File: config.mk
export PLATFORM = sky130hd
export DESIGN_NAME = fft8_stage_ctrl
export DESIGN_NICKNAME = d
export VERILOG_FILES = /design/src/rtl/fft8_stage_ctrl_pkg.sv /design/src/rtl/fft8_stage_ctrl_addr_gen.sv /design/src/rtl/fft8_stage_ctrl.sv
export SDC_FILE = /design/constraint.sdc
export NUM_CORES = 1
export LEC_CHECK = 0
export BUFFER_PORTS_ARGS = -buffer_cell sky130_fd_sc_hd__buf_2
export CAP_MARGIN = 40
export CORE_UTILIZATION = 28
export CTS_CLUSTER_SIZE = 14
export DETAILED_ROUTE_END_ITERATION = 8
export SYNTH_ARGS = -nofsm -noshare
export SYNTH_HDL_FRONTEND = slang
export SYNTH_SLANG_ARGS = --single-unit
export TNS_END_PERCENT = 20
File: constraint.sdc
create_clock -name clk -period 7.95 [get_ports clk]
set_input_delay 2.385 -clock clk [delete_from_list [all_inputs] [get_ports clk]]
set_output_delay 2.385 -clock clk [all_outputs]
set_load 0.03 [all_outputs]
File: src/rtl/fft8_stage_ctrl_pkg.sv
// Shared state encoding, sizing constants and bit-reversal helper for the
// 8-point radix-2 DIT FFT sequencer.
package fft_ctrl_pkg;

   localparam int unsigned N_DFLT = 3;
   localparam int unsigned NPTS   = 2**N_DFLT;
   localparam int unsigned MAXN   = 8;

   typedef enum logic [2:0] {
      IDLE,
      LOAD,
      CALC,
      DRAIN,
      UNLOAD
   } state_e;

   // Reverses the low w bits of v; bits at and above w come back zero.
   function automatic logic [MAXN-1:0] bitrev(input logic [MAXN-1:0] v,
                                              input int unsigned     w);
      logic [MAXN-1:0] r;
      logic [MAXN-1:0] t;
      r = '0;
      t = v;
      for (int unsigned i = 0; i < MAXN; i++) begin
         if (i < w) begin
            r = {r[MAXN-2:0], t[0]};
            t = t >> 1;
         end
      end
      return r;
   endfunction

endpackage

File: src/rtl/fft8_stage_ctrl_addr_gen.sv
// Butterfly operand/twiddle address generator: maps (stage, butterfly index)
// to the upper/lower RAM legs and the W^k twiddle index. Purely combinational.
module fft_addr_gen
#(
   parameter int unsigned N = 3
) (
   input  logic [1:0]   stage_i,
   input  logic [N-2:0] k_i,
   output logic [N-1:0] ia_o,
   output logic [N-1:0] ib_o,
   output logic [N-2:0] tw_o
);

   localparam logic [N-1:0] ONE_N = N'(1);

   logic [N-1:0] k_ext;
   logic [N-1:0] half;
   logic [N-1:0] pos;
   logic [N-1:0] grp;
   logic [N-1:0] ia;
   int unsigned  sh_tw;

   always_comb begin
      k_ext = {1'b0, k_i};
      half  = ONE_N << stage_i;
      pos   = k_ext & (half - ONE_N);
      grp   = k_ext >> stage_i;
      // grp * 2 * half is a left shift by stage+1
      ia    = (grp << ({1'b0, stage_i} + 3'd1)) | pos;
      sh_tw = (N - 1) - 32'(stage_i);
      ia_o  = ia;
      ib_o  = ia + half;
      tw_o  = (N-1)'(pos << sh_tw);
   end

endmodule

File: src/rtl/fft8_stage_ctrl.sv
// Frame sequencer for the 8-point FFT: bit-reversed load, 3 stages x 4
// butterflies with a per-stage drain barrier, then natural-order unload.
module fft8_stage_ctrl
   import fft_ctrl_pkg::*;
#(
   parameter int unsigned  N          = N_DFLT,
   parameter logic [N-1:0] SCALE_MASK = '1
) (
   input  logic         clk,
   input  logic         rst,
   input  logic         start,
   output logic         busy,
   output logic         done,
   output logic         err,
   input  logic         in_valid,
   output logic         in_ready,
   output logic         ram_we,
   output logic [N-1:0] ram_wa,
   output logic         bf_issue,
   input  logic         bf_ready,
   output logic [N-1:0] bf_ia,
   output logic [N-1:0] bf_ib,
   output logic [N-2:0] bf_tw,
   output logic         bf_shift,
   output logic [1:0]   bf_stage,
   input  logic         bf_ret,
   output logic         out_valid,
   input  logic         out_ready,
   output logic [N-1:0] ram_ra,
   output logic         out_last
);

   localparam logic [N-1:0] ONE_N   = N'(1);
   localparam logic [N-2:0] ONE_K   = (N-1)'(1);
   localparam logic [N-1:0] LAST_PT = '1;
   localparam logic [N-2:0] LAST_K  = '1;
   localparam logic [1:0]   LAST_S  = 2'(N - 1);

   state_e       state_q, state_d;
   logic [N-1:0] ld_cnt_q, ld_cnt_d;
   logic [N-1:0] ra_q, ra_d;
   logic [N-1:0] infl_q, infl_d;
   logic [N-2:0] k_q, k_d;
   logic [1:0]   s_q, s_d;
   logic         busy_q, busy_d;
   logic         in_ready_q, in_ready_d;
   logic         bf_issue_q, bf_issue_d;
   logic         out_valid_q, out_valid_d;
   logic         done_q, done_d;
   logic         err_q, err_d;

   logic         issue_acc;
   logic         wr_acc;
   logic [N-1:0] ia;
   logic [N-1:0] ib;
   logic [N-2:0] tw;

   assign issue_acc = bf_issue_q & bf_ready;
   assign wr_acc    = in_valid & in_ready_q;

   fft_addr_gen #(
      .N (N)
   ) u_addr_gen (
      .stage_i (s_q),
      .k_i     (k_q),
      .ia_o    (ia),
      .ib_o    (ib),
      .tw_o    (tw)
   );

   always_comb begin
      state_d  = state_q;
      ld_cnt_d = ld_cnt_q;
      ra_d     = ra_q;
      infl_d   = infl_q;
      k_d      = k_q;
      s_d      = s_q;
      done_d   = 1'b0;
      err_d    = err_q;

      // A return with nothing outstanding is a datapath protocol fault
      if (issue_acc && !bf_ret) begin
         infl_d = infl_q + ONE_N;
      end else if (bf_ret && !issue_acc) begin
         if (infl_q == '0) begin
            err_d = 1'b1;
         end else begin
            infl_d = infl_q - ONE_N;
         end
      end

      unique case (state_q)
         IDLE: begin
            if (start) begin
               state_d  = LOAD;
               err_d    = 1'b0;
               ld_cnt_d = '0;
               ra_d     = '0;
               infl_d   = '0;
               k_d      = '0;
               s_d      = '0;
            end
         end
         LOAD: begin
            if (wr_acc) begin
               ld_cnt_d = ld_cnt_q + ONE_N;
               if (ld_cnt_q == LAST_PT) begin
                  state_d = CALC;
               end
            end
         end
         CALC: begin
            if (issue_acc) begin
               k_d = k_q + ONE_K;
               if (k_q == LAST_K) begin
                  state_d = DRAIN;
               end
            end
         end
         DRAIN: begin
            if (infl_q == '0) begin
               if (s_q == LAST_S) begin
                  state_d = UNLOAD;
                  ra_d    = '0;
               end else begin
                  s_d     = s_q + 2'd1;
                  state_d = CALC;
               end
            end
         end
         UNLOAD: begin
            if (out_ready) begin
               ra_d = ra_q + ONE_N;
               if (ra_q == LAST_PT) begin
                  state_d = IDLE;
                  done_d  = 1'b1;
               end
            end
         end
         default: state_d = IDLE;
      endcase

      busy_d      = (state_d != IDLE);
      in_ready_d  = (state_d == LOAD);
      bf_issue_d  = (state_d == CALC);
      out_valid_d = (state_d == UNLOAD);
   end

   always_ff @(posedge clk or posedge rst) begin
      if (rst) begin
         state_q     <= IDLE;
         ld_cnt_q    <= '0;
         ra_q        <= '0;
         infl_q      <= '0;
         k_q         <= '0;
         s_q         <= '0;
         busy_q      <= 1'b0;
         in_ready_q  <= 1'b0;
         bf_issue_q  <= 1'b0;
         out_valid_q <= 1'b0;
         done_q      <= 1'b0;
         err_q       <= 1'b0;
      end else begin
         state_q     <= state_d;
         ld_cnt_q    <= ld_cnt_d;
         ra_q        <= ra_d;
         infl_q      <= infl_d;
         k_q         <= k_d;
         s_q         <= s_d;
         busy_q      <= busy_d;
         in_ready_q  <= in_ready_d;
         bf_issue_q  <= bf_issue_d;
         out_valid_q <= out_valid_d;
         done_q      <= done_d;
         err_q       <= err_d;
      end
   end

   assign busy      = busy_q;
   assign done      = done_q;
   assign err       = err_q;
   assign in_ready  = in_ready_q;
   assign ram_we    = wr_acc;
   assign ram_wa    = N'(bitrev(MAXN'(ld_cnt_q), N));
   assign bf_issue  = bf_issue_q;
   // Butterfly fields are zeroed whenever no request is being presented
   assign bf_ia     = bf_issue_q ? ia : '0;
   assign bf_ib     = bf_issue_q ? ib : '0;
   assign bf_tw     = bf_issue_q ? tw : '0;
   assign bf_shift  = bf_issue_q & SCALE_MASK[s_q];
   assign bf_stage  = s_q;
   assign out_valid = out_valid_q;
   assign ram_ra    = ra_q;
   assign out_last  = out_valid_q & (ra_q == LAST_PT);

endmodule

# After elaboration in Yosys (flattened, before gate mapping)
# Cells that the tools add are included.
classes:
  eq_ne: 18
  muxes: 41
  reduce_logical: 15
  magnitude_cmp: 1
  bitwise_logic: 6
  shifts: 4
  n_addsub: 10
op_table:
  columns: ["op", "n"]
  rows:
  - ["$mux 3", 21]
  - ["$shl 3x32->2", 1]
  - ["$pmux 3 s5", 1]
  - ["$ne 2x2->1 const B", 7]
  - ["$eq 3x3->1 const B", 4]
  - ["$mux 2", 5]
  - ["$add 3x1->3 const B", 3]
  - ["$eq 3x2->1 const B", 3]
  - ["$mux 1", 9]
  - ["$pmux 3 s3", 1]
  - ["$pmux 2 s2", 2]
  - ["$eq 3x1->1 const B", 2]
  - ["$logic_not 3->1", 2]
  - ["$pmux 3 s2", 1]
  - ["$reduce_and 3->1", 2]
  - ["$reduce_bool 2->1", 3]
  - ["$reduce_bool 3->1", 2]
  - ["$sub 3x1->3 const B", 2]
  - ["$reduce_and 5->1", 1]
  - ["$add 2x1->2 const B", 2]
  - ["$and 1x1->1", 4]
  - ["$eq 2x2->1 const B", 2]
  - ["$reduce_and 4->1", 1]
  - ["$add 2x1->3 const B", 1]
  - ["11 further kinds", 13]
totals:
  inputBits: 7
  register_bits: 22
  output_inout_bits: 25
  wordCells: 107

# Depth between registers and ports, before layout
logic_depth:
  word_depth: 7
  ltp_mapped: 11
  mapped_depth_nobuf: 10

# By module
# A second synthesis with hierarchy kept.
unflattened:
  cells_unflattened: 157
  hier_area_um2: 1463.9
by_module_without_submodules:
  columns: ["module", "seq_area_each_um2", "area_per_inst_um2", "instances", "cells_each"]
  rows:
  - ["fft8_stage_ctrl", 550.5, 1242.4, 1, 131]
  - ["fft_addr_gen", 0.0, 221.5, 1, 26]

# Least setup slack after synthesis
# Ideal clock, no wire load.
synth_timing:
  path_type: "input to output"
  startpoint: "input port in_valid"
  endpoint: "output port ram_we"
  t_required_ps: 5565
  slack_ps: 2897
  n_path_buf: 0
  path_stages: 2
  t_arrival_ps: 2668
  cell_sequence: "nand2_1 inv_1"
synth_between:
  elab_chain_len: 1
synth_rtl:
  columns: ["item", "line_no", "rtl"]
  rows:
  - ["from (decl)", "fft8_stage_ctrl.sv:15", "input logic in_valid,"]
  - ["$and 1x1->1", "fft8_stage_ctrl.sv:59", "assign wr_acc = in_valid & in_ready_q;"]
  - ["to (decl)", "fft8_stage_ctrl.sv:17", "output logic ram_we,"]
# Every way passes these cells.

# Worst setup path after layout
# Same ends and word-level chain as after synthesis.

==> key figures <==
STA
  • Period minus WS final: 5.17 ns
  • Endpoints failing setup: 0
  • Max Fclk: 0.193 GHz
  • RSZ-0062 raised after global routing: no
  • Setup TNS: 0 ns
  • Tcrit/Tclk final: 0.651
  • Final Hold Vio Count: 0
  • Max_slew headroom: 0.605
  • Slew at the pin closest to its max-slew limit: 0.591 ns
  • Final Skew: ~0.0026 ns
  • Slew Viols, Final: 0

Cells and area
  • Layout cells sized above 1: 0.227
  • Filler cell count: just under 500
  • # diodes: 0
  • Area occupied by multi-input gates: 783 sq um
  • Final #Nets: 204
  • Fin area: 0.00169 sq mm
  • Syn-to-layout area delta: 20.4%
  • Flip-flop and latch area: between 500 and 600 sq um

Detailed routing
  • Vias post-DR: 1102
  • Iter 0 DRT Violations: 15
  • Drt via density: between 4 and 5
  • DR WL/cell: 11.0 um
  • Number of remaining DRC errors: 0
  • Final ANT Viol Nets: 0
  • Final WL: between 2 and 3 mm
  • DRT Pass-1 Iters: 4

Synthesis
  • Post-synth EDFFs: 0
  • Syn Inst Count: 149
  • Synth async-reset ratio: 1.00
  • Synthesized flop and latch total: 22
  • Seq/Total Area, Yosys: 0.392
  • Yosys cell types: 38
  • Post-synth design cell area: 0.00140 sq mm
  • Ys flop type: dfrtp_1
  • Post-Syn Nets: 170
  • YS warnings: 0
  • Syn Area/Cell: 9.42 sq um

Clock network
  • # H-tree levels: 1
  • Post-CTS sizing: 0
  • Reg clk slew, reported paths: 0.08 ns
  • Postcts setup bufs: 0
  • Sink Count: 22
  • Clock latency at the later pin of the worst-skew pair: 0.26 ns
  • CTS buffer count: 3
  • CTS tree: built
  • Buffer depth of the longest clock path: 2
  • CTS root buf: clkbuf_8
  • CTS Hold Buffers Added: 0

GRT
  • Largest net degree at the start of global routing: 18
  • All-Layer GR Usage: 0.118
  • Antenna violations before repair: 0
  • Global-route wire length before repair: 4.89 mm
  • Vias in the first global route: roughly 1.1k
  • Global route total overflow: 0

Placed design
  • Placement Cell Area: 0.00165 sq mm
  • # port buffers: 31
  • Post-DP HPWL: 2.13 mm
  • Routability cong.: approximately 0.80

Floorplan
  • Num rows: 25
  • Die area: 0.00530 sq mm
  • Die Y-Extent: 72.8 um
  • Starting density of the core: 0.293
  • Area of the core: 0.00479 sq mm
  • Die width: 72.8 um
  • I/O pin count: 32

Setup path
  • Slowest CP cell: buf_2
  • Critical path's largest stage delay: 0.17 ns
  • Most frequent CP cell: buf_2
  • Critical path fanouts, max: 3
  • CP Launch Type: primary input
  • Crit path arrival time: 2.79 ns
  • Worst Path Required: between 5 and 6 ns
  • Reg2reg end: bf_stage[0]
  • Worst R2R Setup Slack: slightly above 6 ns
  • FF-to-FF Start: bf_stage[0]
  • Cell Chain, Critical Path: buf_2 > nand2_1 > inv_1 > buf_2
  • Crit Path Category: in -> out
  • CP endpoint kind: output pin
  • R2R depth: 5

Run
  • Max-cap violations: 0

Pwr
  • P per Cell Area: 304 mW/mm^2
  • Internal power: 0.279 mW
  • Sw Pwr: between 0.2 and 0.25 mW
  • Pleak: 0.834 nW
  • Clock share of power: 0.133
  • Sequential share of power: 0.367
  • Combinational fraction of design power: 0.501
  • Peak VDD IR: about 0.13 mV
  • Power Total: 0.514 mW
  • Switching share of power: 0.457

Worst hold path
  • Hold/Removal Path Class: reg -> reg
  • Worst hold start: ram_ra[0]
  • WHS Endpoint: ram_ra[0]
  • Hold depth: 1

Run status
  • Outcome: finished clean
power by group through the flow:
stage	clock network [mW]	logic, mW	registers [mW]
after global placement	0	0.255	0.191
after CTS	0.0701	0.262	0.189
after floorplan	0	0.172	0.216
final	0.0681	0.257	0.188
after detailed placement	0	0.260	0.191
after global routing	0.0770	0.292	0.195
placed cells by master (no fill, tap or decap):
| master | instances |
|---|---|
| nor4b_1 | 1 |
| or4b_4 | 1 |
| nand3_1 | 9 |
| nand3b_1 | 1 |
| o211ai_1 | 2 |
| a21o_2 | 1 |
| mux2i_1 | 5 |
| o21a_1 | 2 |
| nand2_1 | 17 |
| nor2_1 | 9 |
| o21ai_1 | 2 |
| nor3b_2 | 1 |
| nor2b_1 | 3 |
| nand2b_1 | 3 |
| and3_1 | 3 |
| nand4_1 | 1 |
| a31oi_1 | 1 |
| or3b_1 | 1 |
| a21oi_1 | 2 |
| o221ai_2 | 1 |
| nor3b_1 | 3 |
| fa_1 | 1 |
| ha_1 | 13 |
| nor3_1 | 2 |
| buf_16 | 1 |
| inv_1 | 13 |
| xnor2_1 | 4 |
| a32o_1 | 1 |
| o311a_1 | 1 |
| o21ai_0 | 8 |
| a41oi_1 | 1 |
| nor4_1 | 1 |
| buf_2 | 31 |
| and2_1 | 6 |
| nand3_2 | 2 |
| a21boi_0 | 1 |
| clkbuf_8 | 3 |
| or3_1 | 1 |
| dfrtp_1 | 22 |
state kept, by name, summed over array words and instances (netlist names), 2 cells and up:
| name | count |
|---|---|
| infl_q | 3 |
| bf_stage | 2 |
| k_q | 2 |
| ram_ra | 3 |
| ld_cnt_q | 3 |
| state_q | 3 |
Yosys cell counts (all sizes together) (2+ instances only):
cell,count,share of area
inv,13,0.035
a21oi,2,0.0071
xnor2,4,0.025
o211ai,2,0.011
and3,3,0.013
ha,13,0.12
nand2b,3,0.013
o21ai,10,0.036
nor3,2,0.0071
o21a,2,0.011
nor2b,3,0.013
nand2,17,0.045
nor3b,4,0.025
dfrtp,22,0.39
nand3,11,0.046
and2,6,0.027
buf,3,0.015
mux2i,5,0.036
nor2,9,0.024
logic make-up after synthesis:
group	after synthesis	synth area share
AOI/OAI and AO/OA	23	0.111
xor gates and xnor gates	4	0.0250
adders and majority gates	14	0.130
buffers and inverters	16	0.0499
DFF	22	0.392
muxes	5	0.0357
and+or+nand+nor	65	0.256
routing by layer:
metal,track usage,part of all wire,vias up
met2,0.185,0.43,29
met4,0.0566,0.018,0
met1,0.161,0.50,490
met3,0.0180,0.048,5
met5,0,0,-
li1,-,-,578
stage by stage:
step                hold WS (ns)  cells  worst slack (ns)   util
floorplan                  0.522    149              2.90      -
global placement           0.501    244              2.78  0.339
detailed placement         0.510    245              2.78  0.345
CTS                        0.522    248              2.78  0.353
global route               0.554    248              2.58  0.353
finish                     0.509    248              2.78  0.353
final cells by class:
type / count / area share
Timing Repair Buffer: 32 / 0.108
Sequential cell: 22 / 0.326
Multi-Input combinational cell: 111 / 0.463
Clock buffer: 3 / 0.0244
Inverter: 13 / 0.0289
Tap cell: 67 / 0.0496
how the worst max path moves through the flow:
| stage | startpoint | slack [ns] | endpoint |
|---|---|---|---|
| after global routing | bf_stage[0] | 2.58 | bf_ib[2] |
| final | in_valid | 2.78 | ram_we |
| after CTS | in_valid | 2.78 | ram_we |
| after global placement | in_valid | 2.78 | ram_we |
| after detailed placement | in_valid | 2.78 | ram_we |
| after floorplan | in_valid | 2.90 | ram_we |
worst max-delay path, delay by kind of cell:
family,cells,cell delay (ns)
buffers and inverters,3,0.31
AND/OR/NAND/NOR,1,0.09
Power figures use the tool's default switching activity.
